==> config.mk <==
export PLATFORM = sky130hd
export DESIGN_NAME = issue_queue
export DESIGN_NICKNAME = d
export VERILOG_FILES = /design/src/rtl/issue_queue.sv
export SDC_FILE = /design/constraint.sdc
export NUM_CORES = 2
export LEC_CHECK = 0
export ABC_AREA = 0
export CAP_MARGIN = 40
export CELL_PAD_IN_SITES_DETAIL_PLACEMENT = 0
export CELL_PAD_IN_SITES_GLOBAL_PLACEMENT = 1
export CORE_MARGIN = 2
export CORE_UTILIZATION = 55
export CTS_BUF_LIST = sky130_fd_sc_hd__clkbuf_8
export DETAILED_ROUTE_END_ITERATION = 10
export PLACE_DENSITY_LB_ADDON = 0.1
export RECOVER_POWER = 25
export SYNTH_ARGS = -nofsm -noshare
export SYNTH_HDL_FRONTEND = slang
export SYNTH_SLANG_ARGS = --single-unit
==> constraint.sdc <==
create_clock -name clk -period 17.1 [get_ports clk]
set_input_delay 2.565 -clock clk [delete_from_list [all_inputs] [get_ports clk]]
set_output_delay 2.565 -clock clk [all_outputs]
set_load 0.01 [all_outputs]
==> src/rtl/issue_queue.sv <==
// Dual-ported issue queue between decode and dispatch.
// A circular buffer holds up to DEPTH entries. Up to two entries are written
// and up to two are issued each cycle. The two oldest entries are always
// presented to dispatch, with bit0 of each output acting as the busy flag.
module issue_queue #(
  parameter int DEPTH = 8
) (
  input  logic                     clk,
  input  logic                     rst,
  input  logic                     flush,
  input  logic [1:0]               in_valid,
  input  logic [106:0]             in_inst0,
  input  logic [106:0]             in_inst1,
  output logic                     iq_allin,
  input  logic [1:0]               issue_enable,
  output logic [106:0]             inst0_to_dispatch,
  output logic [106:0]             inst1_to_dispatch,
  output logic [$clog2(DEPTH):0]   iq_count,
  output logic                     iq_empty
);

  localparam int AW = $clog2(DEPTH);
  localparam int CW = AW + 1;

  // Bit0 of each stored entry is replaced by the busy flag on the way out,
  // so only bits [106:1] are kept.
  logic [106:1]  r_mem [DEPTH];
  logic [AW-1:0] r_wr_ptr;
  logic [AW-1:0] r_rd_ptr;
  logic [CW-1:0] r_count;

  logic [AW-1:0] w_wr_ptr1;
  logic [AW-1:0] w_rd_ptr1;
  logic [1:0]    w_push_n;
  logic [1:0]    w_pop_req;
  logic [1:0]    w_pop_n;
  logic          w_unused_bit0;

  assign w_unused_bit0 = in_inst0[0] ^ in_inst1[0];

  assign w_wr_ptr1 = r_wr_ptr + AW'(1);
  assign w_rd_ptr1 = r_rd_ptr + AW'(1);

  // There is always room for two entries when fewer than DEPTH-1 are held.
  assign iq_allin = (r_count <= CW'(DEPTH - 2));
  assign iq_count = r_count;
  assign iq_empty = (r_count == '0);

  // Number of entries accepted this cycle; nothing is accepted without room.
  always_comb begin
    w_push_n = 2'd0;
    if (iq_allin) begin
      case (in_valid)
        2'b01, 2'b10: w_push_n = 2'd1;
        2'b11:        w_push_n = 2'd2;
        default:      w_push_n = 2'd0;
      endcase
    end
  end

  // Number of entries issued this cycle, clamped to what is actually held.
  always_comb begin
    w_pop_req = 2'd0;
    case (issue_enable)
      2'b01:   w_pop_req = 2'd1;
      2'b10:   w_pop_req = 2'd2;
      default: w_pop_req = 2'd0;
    endcase
    w_pop_n = w_pop_req;
    if (CW'(w_pop_req) > r_count) begin
      w_pop_n = r_count[1:0];
    end
  end

  // Pointer and occupancy state; flush discards everything, including any
  // push or pop requested in the same cycle.
  always_ff @(posedge clk or posedge rst) begin
    if (rst) begin
      r_wr_ptr <= '0;
      r_rd_ptr <= '0;
      r_count  <= '0;
    end else if (flush) begin
      r_wr_ptr <= '0;
      r_rd_ptr <= '0;
      r_count  <= '0;
    end else begin
      r_wr_ptr <= r_wr_ptr + AW'(w_push_n);
      r_rd_ptr <= r_rd_ptr + AW'(w_pop_n);
      r_count  <= r_count + CW'(w_push_n) - CW'(w_pop_n);
    end
  end

  // Entry storage, written in program order; contents need no reset because
  // the outputs are gated by the occupancy count.
  always_ff @(posedge clk) begin
    if (iq_allin && !flush) begin
      case (in_valid)
        2'b01: r_mem[r_wr_ptr] <= in_inst0[106:1];
        2'b10: r_mem[r_wr_ptr] <= in_inst1[106:1];
        2'b11: begin
          r_mem[r_wr_ptr]  <= in_inst0[106:1];
          r_mem[w_wr_ptr1] <= in_inst1[106:1];
        end
        default: ;
      endcase
    end
  end

  // Oldest two entries, zeroed when not present.
  always_comb begin
    inst0_to_dispatch = '0;
    inst1_to_dispatch = '0;
    if (r_count >= CW'(1)) begin
      inst0_to_dispatch = {r_mem[r_rd_ptr], 1'b1};
    end
    if (r_count >= CW'(2)) begin
      inst1_to_dispatch = {r_mem[w_rd_ptr1], 1'b1};
    end
  end

endmodule
==> flow_summary_export.csv <==
group,metric,value,unit
run_status,status,"finished, violations left",
run_status,violations,"capacitance limit, slew limit",
critical_path,regToRegSetupSlack,11510,ps
global_route,grt_pass1_wl,218000,µm
global_route,antenna_found_initial,42,
timing,layout_min_cycle_time,7590,ps
floorplan,core_area,89700,µm²
floorplan,die_h,304,µm
job,drv_cap,21,
critical_path,r2r-end,"r_mem[3][9]",
yosys,yosys-top-cells-count,"848 x edfxtp_1, 820 x mux2_2, 424 x mux4_2",
timing,max_freq,132,MHz
drt,antenna_left,0,
finish,stdcell_area,58300,µm²
power,power_leakage,0.0190,µW
clocking,cts_tree,"yes",
clocking,clkLatencyLatePin,830,ps
drt,detail_route.wl_per_cell,31.4,µm
global_route,grt_use_total,32.2,%
timing,rsz0062_at_grt,"false",
floorplan,initial_utilization,55.3,%
power,peakVddDrop,0.000128,V
critical_path,r2r-start,"iq_count[3]",
yosys,synth_warnings,0,
clocking,cts-hold-fix-buffers,0,
floorplan,num_rows,110,
global_route,grt_pass1_vias,33500,
clocking,cts_resized,0,
yosys,synth_nets,3258,
critical_path,r2r_cells,10,
worst_hold_path,hp-class,"reg -> reg",
clocking,clockBufferDepth,3,
timing,finalHoldViolCount,0,
critical_path,critPathCaptureType,"output port",
yosys,synth_top_area_cell,"edfxtp_1",
critical_path,startpoint_type,"flop",
yosys,yosysSeqAreaShare,51.8,%
finish,area.growth.synth_to_final,17.5,%
drt,viasPerCell,6.71,
yosys,syn_inst,3017,
floorplan,dieArea,92600,µm²
critical_path,crit_type,"reg -> out",
yosys,yosys_register_bits,858,
clocking,clockRootBuffer,"clkbuf_8",
clocking,cts_sinks,858,
timing,fin_setup_tns,0,ps
timing,tightest_slew,3940,ps
power,total_power,8970,µW
yosys,synth_edf_count,848,
global_route,grt-ovfl-total,0,
drt,via_count,31900,
yosys,yosysMostFrequentCell,"edfxtp_1",
critical_path,startpoint,"r_rd_ptr[2]",
timing,slew_headroom,-163,%
global_route,grt_max_degree,165,
clocking,clk_pin_slew,60,ps
critical_path,cp_max_fo,41,
timing,finalSetupViolations,0,
timing,finalClockSkew,28.1,ps
drt,drtPass1Iterations,5,
finish,drive_gt1_share,42.4,%
yosys,syn_area_per_cell,16.4,µm²
worst_hold_path,hp-start,"r_wr_ptr[2]",
yosys,synth_area,49600,µm²
yosys,ys.flop_type,"edfxtp_1",
timing,slew_viol_final,477,
yosys,yosys.cell_types.count,37,
place,placed_cell_area,55900,µm²
clocking,postCtsSetupRepairBufs,0,
floorplan,ios,441,
place,port_buffers,438,
place,dp_hpwl,86300,µm
critical_path,crit_required,14530,ps
place,gp_congestion,0.791,
timing,timing.final.crit_share,44.4,%
finish,utilization,65.0,%
clocking,cts_made_buffers,151,
power,power.density,154,nW/µm²
drt,drc_errors,0,
drt,routed_wirelength,150000,µm
critical_path,endpoint,"inst1_to_dispatch[97]",
yosys,async_reset_ff_share,1.17,%
yosys,synth_top_area_share,51.3,%
yosys,yosys-top-cells-area,"edfxtp_1 51%, mux4_2 19%, mux2_2 19%",
floorplan,fp.dieW,304,µm
clocking,h-tree-depth,4,
critical_path,critPathArrivalTime,5030,ps
finish,fin_nets,3702,
drt,drt_iter0_markers,3216,
[metrics by stage]
stage                     hold WS, ps  worst slack [ps]  instances
after floorplan                   609              5560       3017
after global routing              795              9400       4760
final                             754              9510       4763
after global placement            732              9580       4453
after CTS                         777              9510       4742
after detailed placement          763             10430       4483
[placed cells by master, fill, tap and decap left out, types with 5 or more instances in the layout]
cell type and instances:
edfxtp_1 848, mux2_2 820, clkdlybuf4s50_1 434, mux4_2 424, nand2_1 215, clkbuf_8 157
nor2_1 110, mux2i_1 107, a21oi_1 107, inv_1 59, buf_4 47, clkinv_1 30
mux2_1 28, clkbuf_1 26, buf_16 23, diode_2 20, clkinv_2 18, ha_1 15
nor2b_1 9, o21ai_0 9, nand3_1 8, dfrtp_1 7, a31oi_1 6, xnor2_1 5
bufinv_16 5
[sequential cells by signal, summed over array words and instances (netlist names)]
register and flops:
r_mem 848, iq_count 4, r_rd_ptr 3, r_wr_ptr 3
[final cells by class]
class,count,area [µm²]
Clock inverter,102,544
Antenna cell,20,50.0
Inverter,12,45.0
Fill cell,6406,31400
Timing Repair Buffer,539,5560
Sequential cell,858,25700
Tap cell,1176,1470
Clock buffer,157,2160
Multi-Input combinational cell,1899,22700
[where the power goes]
group	switching [µW]	internal, µW
logic	2310	2240
registers	114	2540
clock network	850	917
total	3270	5700
[how the worst min path moves through the flow]
stage                  endpoint  slack, ps  cells past startpoint
floorplan           r_rd_ptr[0]        610                      2
global placement    r_wr_ptr[0]        730                      2
detailed placement  r_wr_ptr[0]        760                      2
CTS                 r_wr_ptr[0]        780                      2
global route        r_wr_ptr[2]        790                      2
finish              r_wr_ptr[2]        750                      2
[critical path, cell delays in order (launching register included)]
cell	delay [ps]
dfrtp_4	860
buf_4	650
xor2_4	190
buf_4	480
buf_4	730
nand2_1	100
a21oi_1	450
clkdlybuf4s50_1	640
[layer usage]
| metal | wire length, µm | track usage, % | up-vias |
|---|---|---|---|
| li1 | - | - | 13200 |
| met1 | 56300 | 40.9 | 16700 |
| met2 | 74300 | 53.5 | 1702 |
| met3 | 13700 | 7.82 | 346 |
| met4 | 5090 | 13.2 | 44 |
| met5 | 298 | 0 | - |
[cell families (layout without fill, tap and decap cells)]
logic type	count (synthesis)	in the layout	synth area share [%]
AOI/OAI and AO/OA	130	130	1.46
xor gates and xnor gates	8	8	0.141
adders and majority gates	20	20	0.565
buffers and inverters	260	810	2.41
DFF	858	858	51.8
muxes	1379	1379	40.6
other	0	20	0
and+or+nand+nor	362	362	2.95
(Power assumes the default switching activity.)
